--- config.mk ---
export PLATFORM = sky130hd
export DESIGN_NAME = sobel_frame_sequencer
export DESIGN_NICKNAME = d
export VERILOG_FILES = /design/src/rtl/sobel_frame_sequencer.sv
export SDC_FILE = /design/constraint.sdc
export NUM_CORES = 1
export LEC_CHECK = 0
export ABC_AREA = 1
export CORE_UTILIZATION = 30
export DETAILED_ROUTE_END_ITERATION = 8
export PLACE_DENSITY = 0.58
export SLEW_MARGIN = 40
export SYNTH_ARGS = -nofsm -noshare
export SYNTH_HDL_FRONTEND = slang
export SYNTH_SLANG_ARGS = --single-unit
export TNS_END_PERCENT = 50
--- constraint.sdc ---
create_clock -name ap_clk -period 6.85 [get_ports ap_clk]
set_clock_uncertainty 0.15 [all_clocks]
set_input_delay 0.685 -clock ap_clk [delete_from_list [all_inputs] [get_ports ap_clk]]
set_output_delay 0.685 -clock ap_clk [all_outputs]
set_load 0.01 [all_outputs]
--- src/rtl/sobel_frame_sequencer.sv ---
// Run controller for the sobel_hls kernel: frame-by-frame ap_start sequencing,
// AXIS beat/TLAST checking, no-progress watchdog and kernel flush on failure.
`timescale 1ns/1ps
module sobel_frame_sequencer #(
    parameter int BEATS_PER_FRAME = 4096,
    parameter int TIMEOUT_CYC     = 1024,
    parameter int FLUSH_CYC       = 4,
    parameter int FRAME_W         = 16
) (
    input  logic               ap_clk,
    input  logic               ap_rst_n,
    input  logic               cmd_valid,
    output logic               cmd_ready,
    input  logic [FRAME_W-1:0] cmd_frames,
    input  logic               cmd_abort,
    output logic               k_ap_start,
    input  logic               k_ap_ready,
    input  logic               k_ap_done,
    output logic               k_rst_n,
    input  logic               s_tvalid,
    input  logic               s_tready,
    input  logic               m_tvalid,
    input  logic               m_tready,
    input  logic               m_tlast,
    output logic               busy,
    output logic               done_pulse,
    output logic [FRAME_W-1:0] frames_done,
    output logic               err_timeout,
    output logic               err_count,
    output logic               err_tlast
);

    localparam int BW = $clog2(BEATS_PER_FRAME + 2);
    localparam int WW = $clog2(TIMEOUT_CYC);
    localparam int FW = $clog2(FLUSH_CYC + 1);

    localparam logic [BW-1:0] BEAT_FULL = BW'(BEATS_PER_FRAME);
    localparam logic [BW-1:0] BEAT_LAST = BW'(BEATS_PER_FRAME - 1);
    localparam logic [BW-1:0] BEAT_SAT  = BW'(BEATS_PER_FRAME + 1);
    localparam logic [WW-1:0] WD_LAST   = WW'(TIMEOUT_CYC - 1);
    localparam logic [FW-1:0] FL_LAST   = FW'(FLUSH_CYC - 1);

    typedef enum logic [2:0] {
        S_IDLE,
        S_START,
        S_RUN,
        S_DONE,
        S_FLUSH
    } state_t;

    state_t             state;
    state_t             state_nxt;
    logic [FRAME_W-1:0] remaining;
    logic [BW-1:0]      in_beats;
    logic [BW-1:0]      out_beats;
    logic [BW-1:0]      in_nxt;
    logic [BW-1:0]      out_nxt;
    logic [WW-1:0]      wd_cnt;
    logic [FW-1:0]      fl_cnt;
    logic               in_hit;
    logic               out_hit;
    logic               progress;
    logic               accept;
    logic               wd_exp;
    logic               last_frame;

    always_comb begin
        in_hit     = s_tvalid & s_tready;
        out_hit    = m_tvalid & m_tready;
        progress   = in_hit | out_hit | k_ap_done;
        accept     = (state == S_IDLE) & cmd_valid;
        in_nxt     = in_beats + BW'(in_hit && (in_beats != BEAT_SAT));
        out_nxt    = out_beats + BW'(out_hit && (out_beats != BEAT_SAT));
        wd_exp     = !progress && (wd_cnt == WD_LAST);
        last_frame = (remaining == FRAME_W'(1));
    end

    always_ff @(posedge ap_clk or negedge ap_rst_n) begin
        if (!ap_rst_n) state <= S_IDLE;
        else           state <= state_nxt;
    end

    // A done in the same cycle as abort or watchdog expiry is honoured first.
    always_comb begin
        state_nxt = state;
        unique case (state)
            S_IDLE: begin
                if (cmd_valid && (cmd_frames != '0)) state_nxt = S_START;
            end
            S_START: begin
                if (cmd_abort)       state_nxt = S_FLUSH;
                else if (k_ap_ready) state_nxt = S_RUN;
            end
            S_RUN: begin
                if (k_ap_done) begin
                    if (cmd_abort)       state_nxt = S_FLUSH;
                    else if (last_frame) state_nxt = S_DONE;
                    else                 state_nxt = S_START;
                end else if (cmd_abort || wd_exp) begin
                    state_nxt = S_FLUSH;
                end
            end
            S_DONE: state_nxt = S_IDLE;
            S_FLUSH: begin
                if (fl_cnt == FL_LAST) state_nxt = S_IDLE;
            end
            default: state_nxt = S_IDLE;
        endcase
    end

    always_comb begin
        cmd_ready = (state == S_IDLE);
        busy      = (state != S_IDLE);
    end

    always_ff @(posedge ap_clk or negedge ap_rst_n) begin
        if (!ap_rst_n) begin
            k_ap_start  <= 1'b0;
            k_rst_n     <= 1'b1;
            done_pulse  <= 1'b0;
            frames_done <= '0;
            err_timeout <= 1'b0;
            err_count   <= 1'b0;
            err_tlast   <= 1'b0;
            remaining   <= '0;
            in_beats    <= '0;
            out_beats   <= '0;
            wd_cnt      <= '0;
            fl_cnt      <= '0;
        end else begin
            k_ap_start <= (state_nxt == S_START);
            k_rst_n    <= (state_nxt != S_FLUSH);
            done_pulse <= (state_nxt == S_DONE) ||
                          (accept && (cmd_frames == '0));
            fl_cnt     <= (state == S_FLUSH) ? fl_cnt + FW'(1) : '0;
            wd_cnt     <= '0;
            if (accept) begin
                frames_done <= '0;
                err_timeout <= 1'b0;
                err_count   <= 1'b0;
                err_tlast   <= 1'b0;
                remaining   <= cmd_frames;
            end
            if (state == S_START) begin
                in_beats  <= '0;
                out_beats <= '0;
            end
            if (state == S_RUN) begin
                in_beats  <= in_nxt;
                out_beats <= out_nxt;
                if (out_hit && (m_tlast != (out_beats == BEAT_LAST)))
                    err_tlast <= 1'b1;
                if (!progress && !wd_exp)
                    wd_cnt <= wd_cnt + WW'(1);
                if (wd_exp && !cmd_abort)
                    err_timeout <= 1'b1;
                if (k_ap_done) begin
                    if ((in_nxt != BEAT_FULL) || (out_nxt != BEAT_FULL))
                        err_count <= 1'b1;
                    frames_done <= frames_done + FRAME_W'(1);
                    remaining   <= remaining - FRAME_W'(1);
                end
            end
        end
    end

endmodule

# Word level (Yosys, flattened, before mapping)
# Index checks and enable logic that the tools add are counted.
# word_totals
regBits	80
input_bits	27
out_inout_bits	24
elab_cells	89
# op_classes
add_sub_neg	6
eq_ne	15
mux	31
n_bitwise	5
n_reduce_logical	19
# ops
cell	count
two-way mux 16 bit	6
inequality test 13 bit (second input constant)	4
two-way mux 13 bit	3
adder 13 x 1 -> 13 bit	2
two-way mux 3 bit	8
two-way mux 10 bit	2
adder 16 x 1 -> 16 bit (second input constant)	1
== test 16 x 1 -> 1 bit (second input constant)	1
logical NOT 16 bit	1
nonzero test 16 bit	1
subtractor 16 x 1 -> 16 bit (second input constant)	1
== test 13 x 12 -> 1 bit (second input constant)	1
one-hot mux 3 bit (4 select lines)	1
adder 10 x 1 -> 10 bit (second input constant)	1
== test 10 bit (second input constant)	1
two-way mux 1 bit	10
== test 3 x 2 -> 1 bit (second input constant)	3
logical AND 1 bit	8
== test 3 x 1 -> 1 bit (second input constant)	2
adder 3 x 1 -> 3 bit (second input constant)	1
AND 1 bit	3
== test 3 bit (second input constant)	1
logical NOT 1 bit	3
logical NOT 3 bit	1
other kinds (7)	10

# Longest topological paths before layout
# depth
word_depth	11
mapped_depth	16
depth_no_buf	16

# Worst setup path after synthesis
# No wires, ideal clock.
# synth_timing
kind	input -> register
from	in m_tvalid
to	reg err_count
setup_ns	0.116
t_arrival_ns	2.060
required_time_ns	6.584
slack_ns	4.523
path_stages	15
path_buffers	0
cell_sequence	nand2_1 a41oi_1 ha_1 ha_1 nand3_2 nor2_2 nand2_1 nand2_1 nand2_1 nor2_1 nand2_1 nor2_1 nand2_1 nand2_1 nand2_1
# synth_via
elab_chain_len	8
# synth_lines
item	line_no	text
start, declared	22	input logic m_tvalid,
AND 1 bit	69	out_hit = m_tvalid & m_tready;
logical AND 1 bit	73	out_nxt = out_beats + BW'(out_hit && (out_beats != BEAT_SAT));
adder 13 x 1 -> 13 bit	73	
inequality test 13 bit	158	if ((in_nxt != BEAT_FULL) || (out_nxt != BEAT_FULL))
logical OR 1 bit	158	
two-way mux 1 bit	158	
two-way mux 1 bit	157	if (k_ap_done) begin
two-way mux 1 bit	148	if (state == S_RUN) begin
end signal, assigned	123	err_count <= 1'b0;
end signal, assigned	140	err_count <= 1'b0;
end signal, assigned	159	err_count <= 1'b1;
end, declared	29	output logic err_count,
# No other way between the ends.
# A chain may end at the register's enable or synchronous reset.

# Worst setup path after layout
# layout_timing
from	in k_ap_done
to	reg frames_done[10]
# layout_via
elab_chain_len	2
# layout_lines
item	line_no	text
start, declared	18	input logic k_ap_done,
two-way mux 16 bit	157	
two-way mux 16 bit	148	
end signal, assigned	160	frames_done <= frames_done + FRAME_W'(1);
end, declared	27	output logic [FRAME_W-1:0] frames_done,
# No other way between the ends.

==> metrics.md <==
| Metric | Value |
|---|---|
| Clk slew on worst S/H paths | 0.06 ns |
| Mux contribution to synthesized area | 0.2109% |
| GRT Overall Usage | 15.03% |
| Xor and xnor fraction of the mapped netlist area | 2.030% |
| DRC violations left | 0 |
| Sequential fraction of design power | 42.0% |
| Drt pass-1 iters | 5 |
| Fmax | 360.1 MHz |
| DP HPWL | 8156 µm |
| Overall Power | 1.431 mW |
| Initial DRC count | 282 |
| GPL Wtd Cong | 0.8135 |
| Kind of critical path | in -> reg |
| Max Cap Viol | 0 |
| Resized cells post-CTS | 0 |
| Max stage delay on crit path | 0.58 ns |
| Root Buffer | clkbuf_16 |
| Number of synthesis warnings | 0 |
| Compound-cell area share of the yosys netlist | 11.92% |
| Mapped Nets | 683 |
| Sw Ratio | 34.10% |
| Clock share of power | 31.0% |
| Post-synthesis cell type count | 40 |
| Synthesized area | 0.004746 mm² |
| Final Non-Filler Cells | 906 |
| Peak supply drop | 0.1392 mV |
| Worst-Skew Late Latency | 0.34 ns |
| Final setup viols | 0 |
| Remaining antenna violation count | 0 |
| Final critical-path share of the clock period | 40.54% |
| Post-Syn Instances | 646 |
| Post-DR vias/cell | 4.736 |
| CTS Hold Bufs | 0 |
| Die X | 127.8 µm |
| Die Ht | 127.8 µm |
| CTS tree | yes |
| Final wirelength | 11,560 µm |
| Rows | 45 |
| CP startpoint kind | input pin |
| Placed cell areas | 0.005440 mm² |
| Post-Synth Adder-Cell Area | 2.636% |
| H-Tree Level Count | 3 |
| Slew headroom | 46.55% |
| Area Overhead vs Synth | 20.22% |
| Number of buffers created by CTS | 9 |
| Final instance area | 0.005705 mm² |
| Critical path cell sequence | clkdlybuf4s50_1 > inv_1 > nor2_4 > inv_2 > nor2_1 > nand2_1 > nor3_2 > a31oi_1 |
| CTS Buffer Depth | 2 |
| Gate power share | 27.0% |
| Reg2Reg Depth | 8 |
| Largest net degree at the start of global routing | 61 |
| First-pass GRT wire length | 19,430 µm |
| Sequential share of the synthesized area | 42.21% |
| CP bufs+invs | 3 |
| Vias in the first global route | 4,046 |
| Crit end category | register |
| Final #Nets | 730 |
| Worst reg-to-reg setup slack | 4.20 ns |
| Clock sink count | 80 |
| Vias | 4,291 |
| Internal power | 0.9433 mW |
| Post-Place Cells | 893 |
| Layout cells sized above 1 | 6.763% |
| Core Region | 0.01531 mm² |
| Post-CTS setup buffers | 0 |
| CP max FO | 26 |
| Initial Util | 30.99% |
| Pwr Density | 250.9 mW/mm² |
| CP max-delay cell | clkdlybuf4s50_1 |
| Psw | 0.4882 mW |
| Antenna violations before repair | 0 |
| # IOs | 51 |
| Commonest non-fill, non-tap cell in the layout | nand2_1 |
| CP arrival | 2.84 ns |
| Outcome | finished, final reports clean |
| Routed length per instance | 12.76 µm |
| Largest family of logic cells by synthesized area | simple AND/OR/NAND/NOR gates |
| Source of the worst register-to-register timing path | state[0] |
| Hold Path Class | in -> async |
| Ant diodes | 0 |
| Port Buffers | 50 |
| Final Slew Violations | 0 |
| Synth Area in Simple Gates | 32.14% |
| Synthesized flop and latch total | 80 |
| Most frequent cells in the layout | nand2_1, inv_1, dfrtp_1 |
| Remaining global-route overflow | 0 |
| Unrepaired setup endpoints after global routing | false |
| Final number of hold-violating endpoints | 0 |
| Mean Syn Cell Area | 7.346 µm² |
| Leakage | 2.620 nW |
| Final min period | 2.777 ns |
| Setup TNS | 0 ns |
| Slew @ Worst Pin | 0.7998 ns |
| Die area | 0.01633 mm² |
| Worst EP required | 6.91 ns |
| R2R Path End | frames_done[10] |
| Critical path's top delay family | buffers and inverters |
-- layer usage --
metal / vias up / wire, µm / GRT usage [%]
met1: 1983 / 5583 / 19.80
met4: 0 / 116 / 4.014
met5: - / 0 / 0
li1: 2203 / - / -
met2: 94 / 5322 / 24.68
met3: 11 / 538 / 3.548
-- area by class of cell --
| class | instances | area (µm²) |
|---|---|---|
| inverter | 92 | 345.3 |
| multi-input combinational | 459 | 2322 |
| sequential | 80 | 2003 |
| timing repair buffer | 51 | 509.2 |
| fill | 1651 | 9609 |
| clock inverter | 1 | 5.005 |
| tap | 211 | 264.0 |
| clock buffer | 12 | 256.5 |
-- cell families (layout without fill, tap and decap cells) --
kind of cell               Yosys count  in the layout
adders and majority gates           10             10
xor gates and xnor gates            11             11
DFF                                 80             80
buffers and inverters              107            156
AOI/OAI and AO/OA                   99             99
and+or+nand+nor                    338            338
muxes                                1              1
-- registers in the layout, indices dropped and copies added (netlist names) --
name         flops
k_ap_start       1
k_rst_n          1
wd_cnt          10
frames_done     16
remaining       16
out_beats       13
err_count        1
err_timeout      1
state            3
fl_cnt           3
err_tlast        1
done_pulse       1
in_beats        13
-- cell usage after synthesis, drive strengths merged --
library cell	n	area [µm²]
a21boi	1	7.510
a21oi	14	70.07
a22oi	3	22.52
a31oi	4	25.02
a32o	1	10.01
a41oi	2	17.52
buf	13	67.56
clkbuf	2	7.510
clkinv	1	3.750
dfrtp	79	1977
dfstp	1	26.28
ha	10	125.1
inv	91	341.6
mux2i	1	10.01
nand2	176	683.2
nand3	48	245.2
nand4	13	87.58
nor2	78	347.8
nor3	10	70.07
nor3b	4	35.03
nor4	9	56.30
o211ai	3	22.52
o21a	2	15.01
o21ai	51	255.3
o21bai	1	11.26
o22ai	15	93.84
o31ai	2	15.01
xnor2	3	26.28
xor2	8	70.07
-- worst register-to-register path, stage by stage, from the launching register on --
cell     delay, ns
dfrtp_1       0.38
nor2_2        0.14
nand2_2       0.32
nor2_4        0.60
inv_2         0.36
nor2_1        0.22
nand2_1       0.10
nor3_2        0.14
a31oi_1       0.10
-- how the worst max path moves through the flow --
stage                     startpoint         endpoint  slack (ns)  cells past startpoint
final                      k_ap_done  frames_done[10]        4.07                      8
after global routing       k_ap_done  frames_done[10]        3.83                      8
after CTS                  k_ap_done  frames_done[10]        4.10                      8
after detailed placement   k_ap_done  frames_done[10]        3.76                      8
after global placement     k_ap_done  frames_done[10]        3.79                      8
after floorplan             m_tvalid        err_count        4.52                     15
-- power by group through the flow --
stage | Combinational (mW) | Clock, mW | Sequential [mW]
3_3_place_gp | 0.387 | 0 | 0.609
4_1_cts | 0.391 | 0.456 | 0.601
6_report | 0.386 | 0.444 | 0.601
3_5_place_dp | 0.390 | 0 | 0.608
5_1_grt | 0.446 | 0.474 | 0.612
2_1_floorplan | 0.265 | 0 | 0.599
-- metrics by stage --
step | worst slack, ns | utilization, % | hold WS (ns)
4_1_cts | 4.100 | 37.23 | 0.08690
3_5_place_dp | 3.760 | 35.52 | 0.2792
3_3_place_gp | 3.790 | 35.52 | 0.2754
5_1_grt | 3.830 | 37.25 | 0.09953
6_report | 4.073 | 37.25 | 0.08529
2_1_floorplan | 4.523 | - | 0.2394
Power figures use the tool's default switching activity.
==> patch: new RTL, config.mk and constraints unchanged <==
The parameter `TIMEOUT_CYC` goes from 1024 to 512.
--- a/src/rtl/sobel_frame_sequencer.sv
+++ b/src/rtl/sobel_frame_sequencer.sv
@@ -3,7 +3,7 @@
 `timescale 1ns/1ps
 module sobel_frame_sequencer #(
     parameter int BEATS_PER_FRAME = 4096,
-    parameter int TIMEOUT_CYC     = 1024,
+    parameter int TIMEOUT_CYC     = 512,
     parameter int FLUSH_CYC       = 4,
     parameter int FRAME_W         = 16
 ) (
Function: same outputs for any inputs over 10 cycles, from zero or initial values and one cycle with ap_rst_n low; that may be too few to reach the edited logic, so the function may still have changed.
==> patch against the unedited design <==
  * Area after synthesis down 3.9%
  * Routed wire length up 0.92%
  * Sequential cell count down 1
  * Global-route usage up 0.50 points
  * Worst setup slack worse by 0.21 ns
  * Sequential share of layout area up 0.76 points
  * Cell area down 3.3%
  * Power up 1.4%
==> patch: results (changes against the unedited design) <==
metric	value	unit	change
cp_max_fo	28		+7.7%
use_met1	0.196		-0.00156
arrival	3.09	ns	+0.25 ns
synth_compound_area_frac	0.122		+0.00288
use_met3	0.0334		-0.00210
post_dp_cell_area	5240	um^2	-3.7%
grt_pass1_vias	4180		+3.3%
synth.avg_cell_area	7.35	um^2	about the same
seqPwrFrac	0.412		-0.008
wl_met3	561	um	+4.3%
gp_congestion	0.889		+9.3%
yosysSeqAreaShare	0.434		+0.0115
wl_met1	5390	um	-3.5%
grt_pass1_wl	19700	um	+1.5%
nNetsFinal	707		-3.2%
power_density	263	nW/um^2	+4.9%
synth_adder_area_share	0.0302		+0.00381
met2WireLength	5510	um	+3.4%
p_sw_frac	0.352		+0.0114
synthXorXnorAreaFrac	0.0154		-0.00494
post-dp-hpwl	8060	um	-1.1%
tightest_slew	0.747	ns	-0.0524 ns
p_leak	0.00243	uW	-7.2%
synth_fp_nets	659		-3.5%
grt_max_degree	80		+31%
status	completed		
viasPerCell	5.02		+6.0%
synthMuxAreaShare	0		-0.00211
ys_types	37		-7.5%
path_delay_family	simple AND/OR/NAND/NOR gates		
cp_slowest_stage_delay	0.43	ns	-0.15 ns
patch: cell count changes in the layout (fill, tap and decap cells not counted), sizes merged, moves of 3 or more:
cell / change
a211oi: +3
inv: -8
clkinvlp: +4
nor2: +7
o211ai: -3
a32oi: +3
a31oi: +3
nand4: +4
nand3: -4
nand2: -21
o21ai: -7
patch: layout make-up:
| class | count | area share |
|---|---|---|
| sequential | 79 | 0.359 |
| clock buffer | 10 | 0.0433 |
| inverter | 84 | 0.0574 |
| clock inverter | 5 | 0.00635 |
| multi-input combinational | 444 | 0.400 |
| tap | 184 | 0.0417 |
| timing repair buffer | 51 | 0.0923 |
patch: stage by stage:
stage          instances  hold slack, ns  worst slack, ns
2_1_floorplan        621           0.239             4.43
3_3_place_gp         842           0.271             3.79
3_5_place_dp         842           0.286             3.73
4_1_cts              857           0.277             3.83
5_1_grt              857           0.297             3.57
6_report             857           0.230             3.86
patch: worst paths after layout:
check | slack (ns) | to | from | cells past startpoint
max in group asynchronous | 5.81 | wd_cnt[6]$_DFF_PN0_ | ap_rst_n | 1
min | 0.23 | in_beats[0]$_DFFE_PN0P_ | ap_rst_n | 1
max | 3.86 | frames_done[12]$_DFF_PN0_ | state[0]$_DFF_PN0_ | 12
min in group ap_clk | 0.29 | fl_cnt[0]$_DFF_PN0_ | fl_cnt[0]$_DFF_PN0_ | 1
min reg2reg | 0.29 | fl_cnt[0]$_DFF_PN0_ | fl_cnt[0]$_DFF_PN0_ | 1
max reg2reg | 3.86 | frames_done[12]$_DFF_PN0_ | state[0]$_DFF_PN0_ | 12
patch: kinds of logic (layout without fill, tap and decap cells):
family,after synthesis,after routing
adder cells (fa/ha/maj),11,11
XOR/XNOR,8,8
flip-flops,79,79
buffers and inverters,98,150
AND/OR/NAND/NOR,328,328
AO/OA/AOI/OAI,97,97
